**src/rtl/riscv_ctrl_pkg.sv**
```systemverilog
// riscv_ctrl_pkg: shared constants for the multicycle RV32I controller.
// Holds opcode values, FSM state encodings, ALUControl codes, the ALUOp
// classes handed to the ALU decoder, and the ImmSrc/ResultSrc/ALUSrcA/ALUSrcB
// mux codes, plus the opcode-to-ImmSrc helper.
package riscv_ctrl_pkg;

    // Opcodes (Instr[6:0])
    localparam logic [6:0] OpLoad   = 7'b0000011;
    localparam logic [6:0] OpStore  = 7'b0100011;
    localparam logic [6:0] OpRType  = 7'b0110011;
    localparam logic [6:0] OpIType  = 7'b0010011;
    localparam logic [6:0] OpBranch = 7'b1100011;
    localparam logic [6:0] OpJal    = 7'b1101111;
    localparam logic [6:0] OpJalr   = 7'b1100111;
    localparam logic [6:0] OpLui    = 7'b0110111;

    typedef enum logic [3:0] {
        StFetch    = 4'd0,
        StDecode   = 4'd1,
        StMemAdr   = 4'd2,
        StMemRead  = 4'd3,
        StMemWb    = 4'd4,
        StMemWrite = 4'd5,
        StExecR    = 4'd6,
        StExecI    = 4'd7,
        StLui      = 4'd8,
        StAluWb    = 4'd9,
        StBranch   = 4'd10,
        StJal      = 4'd11,
        StJalr     = 4'd12,
        StJalrWb   = 4'd13,
        StHalt     = 4'd14
    } state_e;

    // ALUControl codes
    localparam logic [2:0] AluAdd  = 3'd0;
    localparam logic [2:0] AluSub  = 3'd1;
    localparam logic [2:0] AluAnd  = 3'd2;
    localparam logic [2:0] AluOr   = 3'd3;
    localparam logic [2:0] AluXor  = 3'd4;
    localparam logic [2:0] AluSlt  = 3'd5;
    localparam logic [2:0] AluSltu = 3'd6;

    // ALUOp classes driven by the FSM into the ALU decoder
    localparam logic [1:0] AluOpAdd   = 2'b00;
    localparam logic [1:0] AluOpSub   = 2'b01;
    localparam logic [1:0] AluOpFunct = 2'b10;

    localparam logic [2:0] ImmI = 3'b000;
    localparam logic [2:0] ImmS = 3'b001;
    localparam logic [2:0] ImmB = 3'b010;
    localparam logic [2:0] ImmJ = 3'b011;
    localparam logic [2:0] ImmU = 3'b100;

    localparam logic [1:0] ResAluOut    = 2'b00;
    localparam logic [1:0] ResMemData   = 2'b01;
    localparam logic [1:0] ResAluResult = 2'b10;

    localparam logic [1:0] SrcAPc    = 2'b00;
    localparam logic [1:0] SrcAOldPc = 2'b01;
    localparam logic [1:0] SrcARs1   = 2'b10;
    localparam logic [1:0] SrcAZero  = 2'b11;

    localparam logic [1:0] SrcBRs2  = 2'b00;
    localparam logic [1:0] SrcBImm  = 2'b01;
    localparam logic [1:0] SrcBFour = 2'b10;

    // Immediate format selected purely by opcode
    function automatic logic [2:0] imm_src_of(logic [6:0] op);
        case (op)
            OpStore:  return ImmS;
            OpBranch: return ImmB;
            OpJal:    return ImmJ;
            OpLui:    return ImmU;
            default:  return ImmI;
        endcase
    endfunction

endpackage

```
**src/rtl/alu_decoder.sv**
```systemverilog
// alu_decoder: combinational ALUControl decode.
// Ports:
//   alu_op_i[1:0]      class from the FSM (add / sub / decode from funct fields)
//   funct3_i[2:0]      Instr[14:12]
//   funct7b5_i         Instr[30]
//   op5_i              Instr[5]; 1 for R-type, 0 for I-type ALU ops
//   alu_control_o[2:0] ALU operation code
module alu_decoder
    import riscv_ctrl_pkg::*;
(
    input  logic [1:0] alu_op_i,
    input  logic [2:0] funct3_i,
    input  logic       funct7b5_i,
    input  logic       op5_i,
    output logic [2:0] alu_control_o
);

    always_comb begin
        alu_control_o = AluAdd;
        case (alu_op_i)
            AluOpSub: alu_control_o = AluSub;
            AluOpFunct: begin
                case (funct3_i)
                    // I-type has no subtract; funct7b5 there is immediate bits
                    3'b000:  alu_control_o = (op5_i && funct7b5_i) ? AluSub : AluAdd;
                    3'b010:  alu_control_o = AluSlt;
                    3'b011:  alu_control_o = AluSltu;
                    3'b100:  alu_control_o = AluXor;
                    3'b110:  alu_control_o = AluOr;
                    3'b111:  alu_control_o = AluAnd;
                    default: alu_control_o = AluAdd;
                endcase
            end
            default: alu_control_o = AluAdd;
        endcase
    end

endmodule

```
**src/rtl/riscv_multicycle_controller.sv**
```systemverilog
// riscv_multicycle_controller: multicycle RV32I control FSM.
// Steps each instruction through fetch/decode/execute/memory/writeback and
// drives the shared datapath's mux selects, write strobes and ALUControl.
// Ports:
//   clk, rst (async, active-high)       clock and reset
//   op_i, funct3_i, funct7b5_i          instruction fields from the IR
//   zero_i, bge_i, lt_i                 ALU comparison flags
//   pc_write_o, adr_src_o, mem_write_o, ir_write_o, reg_write_o   strobes/selects
//   result_src_o, alu_src_a_o, alu_src_b_o, imm_src_o, alu_control_o
//   illegal_o                           trap flag
// Build option: CTRL_ILLEGAL_TRAP_EN makes an unknown opcode halt the FSM
// with illegal_o=1 until reset; otherwise it retires as a two-cycle NOP and
// illegal_o is tied low.
module riscv_multicycle_controller
    import riscv_ctrl_pkg::*;
(
    input  logic       clk,
    input  logic       rst,
    input  logic [6:0] op_i,
    input  logic [2:0] funct3_i,
    input  logic       funct7b5_i,
    input  logic       zero_i,
    input  logic       bge_i,
    input  logic       lt_i,
    output logic       pc_write_o,
    output logic       adr_src_o,
    output logic       mem_write_o,
    output logic       ir_write_o,
    output logic       reg_write_o,
    output logic [1:0] result_src_o,
    output logic [1:0] alu_src_a_o,
    output logic [1:0] alu_src_b_o,
    output logic [2:0] imm_src_o,
    output logic [2:0] alu_control_o,
    output logic       illegal_o
);

    state_e     state_q, state_d;
    logic [1:0] alu_op;

    always_ff @(posedge clk or posedge rst) begin
        if (rst) begin
            state_q <= StFetch;
        end else begin
            state_q <= state_d;
        end
    end

    always_comb begin
        // Mux defaults are the FETCH values; strobes default off
        state_d      = StFetch;
        pc_write_o   = 1'b0;
        adr_src_o    = 1'b0;
        mem_write_o  = 1'b0;
        ir_write_o   = 1'b0;
        reg_write_o  = 1'b0;
        result_src_o = ResAluResult;
        alu_src_a_o  = SrcAPc;
        alu_src_b_o  = SrcBFour;
        alu_op       = AluOpAdd;

        case (state_q)
            StFetch: begin
                ir_write_o = 1'b1;
                pc_write_o = 1'b1;
                state_d    = StDecode;
            end
            StDecode: begin
                // Precompute branch/JAL target into ALUOut
                alu_src_a_o = SrcAOldPc;
                alu_src_b_o = SrcBImm;
                case (op_i)
                    OpLoad, OpStore: state_d = StMemAdr;
                    OpRType:         state_d = StExecR;
                    OpIType:         state_d = StExecI;
                    OpBranch:        state_d = StBranch;
                    OpJal:           state_d = StJal;
                    OpJalr:          state_d = StJalr;
                    OpLui:           state_d = StLui;
`ifdef CTRL_ILLEGAL_TRAP_EN
                    default:         state_d = StHalt;
`else
                    default:         state_d = StFetch;
`endif
                endcase
            end
            StMemAdr: begin
                alu_src_a_o = SrcARs1;
                alu_src_b_o = SrcBImm;
                state_d     = (op_i == OpStore) ? StMemWrite : StMemRead;
            end
            StMemRead: begin
                adr_src_o = 1'b1;
                state_d   = StMemWb;
            end
            StMemWb: begin
                result_src_o = ResMemData;
                reg_write_o  = 1'b1;
            end
            StMemWrite: begin
                adr_src_o   = 1'b1;
                mem_write_o = 1'b1;
            end
            StExecR: begin
                alu_src_a_o = SrcARs1;
                alu_src_b_o = SrcBRs2;
                alu_op      = AluOpFunct;
                state_d     = StAluWb;
            end
            StExecI: begin
                alu_src_a_o = SrcARs1;
                alu_src_b_o = SrcBImm;
                alu_op      = AluOpFunct;
                state_d     = StAluWb;
            end
            StLui: begin
                alu_src_a_o = SrcAZero;
                alu_src_b_o = SrcBImm;
                state_d     = StAluWb;
            end
            StAluWb: begin
                result_src_o = ResAluOut;
                reg_write_o  = 1'b1;
            end
            StBranch: begin
                alu_src_a_o  = SrcARs1;
                alu_src_b_o  = SrcBRs2;
                alu_op       = AluOpSub;
                result_src_o = ResAluOut;
                case (funct3_i)
                    3'b000:  pc_write_o = zero_i;
                    3'b001:  pc_write_o = ~zero_i;
                    3'b100:  pc_write_o = lt_i;
                    3'b101:  pc_write_o = bge_i;
                    default: pc_write_o = 1'b0;
                endcase
            end
            StJal: begin
                // Jump to ALUOut target while ALU forms the link value
                alu_src_a_o  = SrcAOldPc;
                alu_src_b_o  = SrcBFour;
                result_src_o = ResAluOut;
                pc_write_o   = 1'b1;
                state_d      = StAluWb;
            end
            StJalr: begin
                alu_src_a_o  = SrcARs1;
                alu_src_b_o  = SrcBImm;
                result_src_o = ResAluResult;
                pc_write_o   = 1'b1;
                state_d      = StJalrWb;
            end
            StJalrWb: begin
                alu_src_a_o  = SrcAOldPc;
                alu_src_b_o  = SrcBFour;
                result_src_o = ResAluResult;
                reg_write_o  = 1'b1;
            end
`ifdef CTRL_ILLEGAL_TRAP_EN
            StHalt: begin
                state_d = StHalt;
            end
`endif
            default: state_d = StFetch;
        endcase

        // No write may escape while reset is held
        if (rst) begin
            pc_write_o  = 1'b0;
            ir_write_o  = 1'b0;
            reg_write_o = 1'b0;
            mem_write_o = 1'b0;
        end
    end

    assign imm_src_o = imm_src_of(op_i);

`ifdef CTRL_ILLEGAL_TRAP_EN
    assign illegal_o = (state_q == StHalt);
`else
    assign illegal_o = 1'b0;
`endif

    alu_decoder u_alu_decoder (
        .alu_op_i      (alu_op),
        .funct3_i      (funct3_i),
        .funct7b5_i    (funct7b5_i),
        .op5_i         (op_i[5]),
        .alu_control_o (alu_control_o)
    );

endmodule
```
**config.mk**
```make
export PLATFORM = sky130hd
export DESIGN_NAME = riscv_multicycle_controller
export DESIGN_NICKNAME = d
export VERILOG_FILES = /design/src/rtl/riscv_ctrl_pkg.sv /design/src/rtl/alu_decoder.sv /design/src/rtl/riscv_multicycle_controller.sv
export SDC_FILE = /design/constraint.sdc
export NUM_CORES = 1
export LEC_CHECK = 0
export ABC_AREA = 1
export CORE_ASPECT_RATIO = 0.8
export CORE_MARGIN = 5
export CORE_UTILIZATION = 34
export DETAILED_ROUTE_END_ITERATION = 16
export PLACE_DENSITY = 0.75
export SYNTH_ARGS = -nofsm -noshare
export SYNTH_HDL_FRONTEND = slang
export SYNTH_SLANG_ARGS = --single-unit
```
**constraint.sdc**
```tcl
create_clock -name clk -period 1.45 [get_ports clk]
set_clock_uncertainty 0.05 [all_clocks]
set_input_delay 0.29 -clock clk [delete_from_list [all_inputs] [get_ports clk]]
set_output_delay 0.29 -clock clk [all_outputs]
set_load 0.02 [all_outputs]
```
==> results of run 1 <==
## final cells by class
class,count,share of cell area
timing repair buffer,84,0.438
multi-input combinational,95,0.425
sequential,4,0.0600
inverter,18,0.0439
tap,24,0.0176
clock buffer,4,0.0154
## cell usage after synthesis
cell | count | area share
buf_4 | 1 | 0.012
conb_1 | 1 | 0.0059
and2_1 | 1 | 0.0098
nand2_1 | 36 | 0.21
nor2_2 | 8 | 0.079
nand3_2 | 1 | 0.016
nand2_4 | 1 | 0.018
o21ai_0 | 2 | 0.016
nor3_1 | 4 | 0.031
inv_2 | 8 | 0.047
nand4_1 | 2 | 0.020
dfrtp_1 | 4 | 0.16
inv_1 | 10 | 0.059
nand2_2 | 1 | 0.0098
nor2_1 | 14 | 0.083
o31ai_1 | 1 | 0.012
nor2_4 | 1 | 0.018
ha_1 | 2 | 0.039
a21oi_1 | 6 | 0.047
nand3_1 | 9 | 0.071
o21ai_1 | 5 | 0.039
## cell families (layout without fill, tap and decap cells)
kind of cell,after synthesis,count (layout),share of synthesized area
AOI/OAI and AO/OA,14,14,0.114
DFF,4,4,0.157
and+or+nand+nor,78,78,0.566
buffers and inverters,19,106,0.118
other,1,1,0.00589
adders and majority gates,2,2,0.0393
## critical path, stage by stage (launching register included)
cell     delay, ns
dfrtp_1       0.42
inv_2         0.16
nor2_4        0.07
buf_4         0.13
buf_4         0.13
nand2_2       0.08
nand3_2       0.08
inv_2         0.11
nand3_4       0.10
nor2_4        0.10
buf_6         0.12
## metal layers
metal | routed length, µm | track usage | share of wire | vias up
li1 | - | - | - | 546
met1 | 1680 | 0.232 | 0.38 | 600
met2 | 2020 | 0.437 | 0.46 | 109
met3 | 381 | 0.0213 | 0.086 | 40
met4 | 350 | 0.116 | 0.079 | 0
met5 | 0 | 0 | 0 | -
## worst paths after layout
check	startpoint	to	slack (ns)
worst max-delay path	state_q[1]$_DFF_PP0_	alu_src_b_o[1]	-0.65
worst min-delay path	rst	state_q[1]$_DFF_PP0_	0.44
worst max register to register	state_q[1]$_DFF_PP0_	state_q[0]$_DFF_PP0_	-0.20
worst min register to register	state_q[3]$_DFF_PP0_	state_q[0]$_DFF_PP0_	0.82
max in group asynchronous	rst	state_q[0]$_DFF_PP0_	0.71
min in group clk	op_i[4]	state_q[2]$_DFF_PP0_	0.50
## report_power, final
group / leakage [nW] / switching, mW / total, mW / internal (mW)
sequential: 0.0506 / 0.0615 / 0.200 / 0.139
clock: 0.0150 / 0.0654 / 0.170 / 0.105
combinational: 0.833 / 0.666 / 1.28 / 0.617
## metrics by stage
step | worst slack [ns] | cell area, µm² | TNS [ns]
3_3_place_gp | -0.782 | 1340 | -10.69
5_1_grt | -0.710 | 1710 | -8.05
3_5_place_dp | -0.847 | 1340 | -11.30
2_1_floorplan | -0.209 | 721 | -0.433
6_report | -0.655 | 1710 | -7.26
4_1_cts | -0.462 | 1500 | -4.29
## repair_timing
item,4_1_cts,5_1_grt
endpoints found under the setup margin,21,21
resized for setup,147,47
endpoints found under the hold margin,0,0
hold buffers,0,0
buffers inserted,7,12
pin swaps,19,18
gates cloned,0,0
==> run_results.csv, run 1 <==
group,metric,value,unit
layout,top_regs,"state_q x4",
floorplan,die_y,48.7,µm
power_and_ir_drop,cellLeakagePower,0.899,nW
timing,hold_ws,0.441,ns
floorplan,die_w,58.4,µm
timing,drv_slew,0,
synthesis,syn_nets,136,
timing,hold_viol,0,
placement,hpwl,2120,µm
clocking,cts.sinks,4,
placement,port_buffers,32,
layout,largest_register_ffs,4,
clocking,cts_tree,"done",
global_routing,grt.overflow.total,0,
worst_setup_path,reg2reg_depth,10,
global_routing,grt_pass1_vias,1179,
floorplan,dieArea,0.00284,mm²
timing,period_minus_slack,2.10,ns
layout,ff_latch_area,103,µm²
layout,final_common_cell,"buf_4",
clocking,clkLatencyLatePin,0.25,ns
synthesis,syn_area,637,µm²
clocking,cts_root_buf,"clkbuf_4",
synthesis,postSynthAreaPerCell,5.40,µm²
global_routing,grt_pass1_wl,5020,µm
synthesis,ys_seq_elements,4,
layout,fin_nets,224,
layout,utilization,0.929,
worst_setup_path,required,1.11,ns
worst_setup_path,critPathKind,"reg2out",
layout,antenna_cells,0,
layout,final_cells,229,
run_status,violations,"setup timing",
timing,fmax,475,MHz
timing,grt_setup_unrepaired,"true",
routing,wl_per_cell,19.3,µm
layout,final_cell_mix,"buf_4, buf_6, nand2_1",
worst_setup_path,critical_path.endpoint_type,"output port",
routing,antenna_left,0,
clocking,h-tree-depth,1,
timing,period_share,1.45,
clocking,cts_buffers,3,
routing,via_count,1295,
layout,n_fill_cell,66,
routing,wl,4430,µm
floorplan,ioPinCount,34,
power_and_ir_drop,ir_drop,0.853,mV
routing,drt-initial-drc-count,59,
synthesis,ys_types,21,
floorplan,coreArea,0.00184,mm²
floorplan,num_rows,14,
worst_setup_path,critPathLaunchType,"flip-flop",
routing,drc_errors,0,
global_routing,grt_max_degree,7,
synthesis,ys_seq_area_frac,0.157,
synthesis,yosys_warnings,0,
placement,dpl.cell_count,210,
global_routing,antenna_found_initial,0,
worst_setup_path,crit_arrival,1.76,ns
routing,first_pass_iters,5,
timing,layout_setup_ws,-0.655,ns
synthesis,synthCells,118,
power_and_ir_drop,power.density,967,mW/mm²
worst_setup_path,worstPathMaxFanout,3,
clocking,cts_max_path_buffers,2,
job,cap_violations,0,
layout,drive_above_1_share,0.683,
power_and_ir_drop,power.total,1.65,mW
run_status,status,"complete, but fails checks",
layout,area_delta_synth_final,168,%
placement,finalWeightedCongestion,0.798,
floorplan,initial_utilization,0.346,
layout,regMostFlops,"state_q",
timing,finalSetupViolCount,18,
layout,multi_input_area,727,µm²
global_routing,grt_usage,0.226,
routing,via_per_inst,5.66,
clocking,cts.reportedPaths.clkPinSlew,0.06,ns
hold_path,hp-class,"in2async",
Note: power is estimated with default switching activity, not from simulation.
==> run 2: changes to the inputs <==
CAP_MARGIN = 20   (was not set)
==> results of run 2 <==
No change in the layout: final DEF, timing and power equal those of run 1.
==> run 3: changes to the inputs <==
CELL_PAD_IN_SITES_DETAIL_PLACEMENT = 0   (was not set)
CELL_PAD_IN_SITES_GLOBAL_PLACEMENT = 1   (was not set)
CORE_MARGIN = 4   (was 5)
CORE_UTILIZATION = 21   (was 34)
PLACE_DENSITY = 0.74   (was 0.75)
==> run 3 against run 2 <==
Against the previous run: critical path depth fell by 2; final cell count grew 6.6%; non-clock buffer count rose by 1; fmax rose by 12%; wire length down 32%; worst hold slack worse by 0.017 ns; sequential cell count is the same; utilization decreased by 32 points; the flow still finishes with violations (setup timing); highest routed layer is now met3.
==> run_results.csv, run 3 (synthesis gave the netlist of run 1 again) <==
group,metric,value,unit
worst_setup_path,slowest_delay,0.38,ns
floorplan,coreArea,0.00283,mm²
timing,grt_setup_unrepaired,"true",
global_routing,grt_pass1_vias,1156,
layout,final_cell_mix,"buf_4, buf_6, nand2_1",
clocking,cts_buffers,3,
floorplan,dieArea,0.00398,mm²
power_and_ir_drop,clkPwrFrac,0.147,
layout,top_regs,"state_q x4",
clocking,clkLatencyLatePin,0.22,ns
placement,placed_cell_area,0.00134,mm²
layout,area_delta_synth_final,171,%
job,cap_violations,0,
global_routing,grt.overflow.total,0,
timing,final.setup.tns,-4.91,ns
floorplan,num_rows,17,
timing,finalSetupViolCount,15,
clocking,cts_tree,"done",
timing,layout_setup_ws,-0.431,ns
worst_setup_path,path_common_cell,"nand2_4",
routing,antenna_left,0,
power_and_ir_drop,p_sw,741,µW
run_status,status,"complete, but fails checks",
run_status,violations,"setup timing",
worst_setup_path,required,1.11,ns
floorplan,die_w,69.6,µm
global_routing,antenna_found_initial,0,
layout,drive_above_1_share,0.694,
clocking,cts.reportedPaths.clkPinSlew,0.04,ns
worst_setup_path,worstPathMaxFanout,3,
worst_setup_path,critPathKind,"reg2out",
placement,hpwl,1970,µm
layout,largest_register_ffs,4,
layout,antenna_cells,0,
layout,regMostFlops,"state_q",
power_and_ir_drop,swShare,0.442,
floorplan,ioPinCount,34,
worst_setup_path,cp_num_buf_inv,3,
routing,via_per_inst,4.50,
routing,wl,3020,µm
layout,fin_nets,225,
layout,final_common_cell,"buf_4",
routing,drc_errors,0,
global_routing,grt_usage,0.141,
timing,fmax,532,MHz
global_routing,grt_pass1_wl,4690,µm
global_routing,busiest_layer,"met2",
power_and_ir_drop,p_comb_frac,0.745,
placement,finalWeightedCongestion,0.864,
timing,period_minus_slack,1.88,ns
placement,dpl.cell_count,222,
global_routing,met2_usage,0.293,
layout,n_fill_cell,260,
power_and_ir_drop,power.share.sequential,0.109,
timing,drv_slew,0,
worst_setup_path,slowest_stage,"dfrtp_1",
global_routing,grt_util_met3,0.0211,
power_and_ir_drop,power.density,971,mW/mm²
routing,drt-initial-drc-count,23,
worst_setup_path,critPathLaunchType,"flip-flop",
floorplan,die_y,57.3,µm
worst_setup_path,crit_arrival,1.54,ns
floorplan,initial_utilization,0.225,
timing,period_share,1.30,
routing,first_pass_iters,4,
global_routing,grt_max_degree,7,
power_and_ir_drop,p_int,936,µW
clocking,cts_max_path_buffers,2,
routing,wl_per_cell,12.4,µm
clocking,cts.sinks,4,
global_routing,use_met1,0.146,
layout,final_cells,244,
timing,hold_viol,0,
worst_setup_path,critical-path-top-delay-family,"buffers and inverters",
clocking,cts_root_buf,"clkbuf_8",
worst_setup_path,critical_path.endpoint_type,"output port",
routing,via_count,1099,
layout,postLayoutCellArea,0.00173,mm²
hold_path,hp-class,"in2async",
placement,post-place-ws,-0.877,ns
worst_setup_path,crit_chain,"inv_2, nand2_4, nor2_4, ha_4, nand2_4, buf_4, o21ai_4, buf_6",
clocking,h-tree-depth,1,
power_and_ir_drop,cellLeakagePower,0.906,nW
worst_setup_path,rrSetupSlack,0,ns
placement,port_buffers,32,
power_and_ir_drop,ir_drop,0.494,mV
run 3: layout make-up:
cell class / instances / area [µm²] / share of cell area
timing repair buffer: 85 / 744 / 0.431
inverter: 18 / 70.1 / 0.0406
sequential: 4 / 103 / 0.0594
tap: 38 / 47.5 / 0.0275
multi-input combinational: 95 / 717 / 0.415
clock buffer: 4 / 45.0 / 0.0261
run 3: timing repair:
action	in CTS	in global routing
pin swaps	22	18
setup endpoints to repair	21	20
hold buffers	0	0
resized for setup	160	32
setup buffers	14	6
run 3: worst reg2reg max path: cells and delay by family, from the launching register on:
| kind | cells | cell delay [ns] |
|---|---|---|
| simple gates | 4 | 0.27 |
| compound gates | 1 | 0.14 |
| flops | 1 | 0.44 |
| buf+inv | 4 | 0.43 |
run 3: power groups by stage:
| stage | clock (mW) | combinational (mW) | sequential (mW) |
|---|---|---|---|
| floorplan | 0 | 0.433 | 0.166 |
| global placement | 0 | 0.883 | 0.166 |
| detailed placement | 0 | 0.896 | 0.167 |
| CTS | 0.249 | 1.10 | 0.180 |
| global route | 0.265 | 1.33 | 0.187 |
| finish | 0.246 | 1.25 | 0.182 |
run 3: worst paths after layout:
check,from,endpoint,cells past startpoint
max,state_q[3]$_DFF_PP0_,alu_control_o[2],8
min,rst,state_q[1]$_DFF_PP0_,2
max reg2reg,state_q[0]$_DFF_PP0_,state_q[0]$_DFF_PP0_,9
min reg2reg,state_q[3]$_DFF_PP0_,state_q[0]$_DFF_PP0_,6
max in group asynchronous,rst,state_q[0]$_DFF_PP0_,2
min in group clk,op_i[4],state_q[2]$_DFF_PP0_,6
run 3: layer usage:
layer	share of wire	routed length, µm
met5	0	0
met4	0	0
met3	0.043	131
met2	0.60	1820
met1	0.35	1070
run 3: per-stage QoR:
stage	util	hold WS (ns)	total power, mW
after floorplan	-	0.00601	0.599
after global placement	0.475	0.614	1.05
after detailed placement	0.475	0.615	1.06
after CTS	0.572	0.391	1.52
after global routing	0.610	0.474	1.78
final	0.610	0.423	1.68
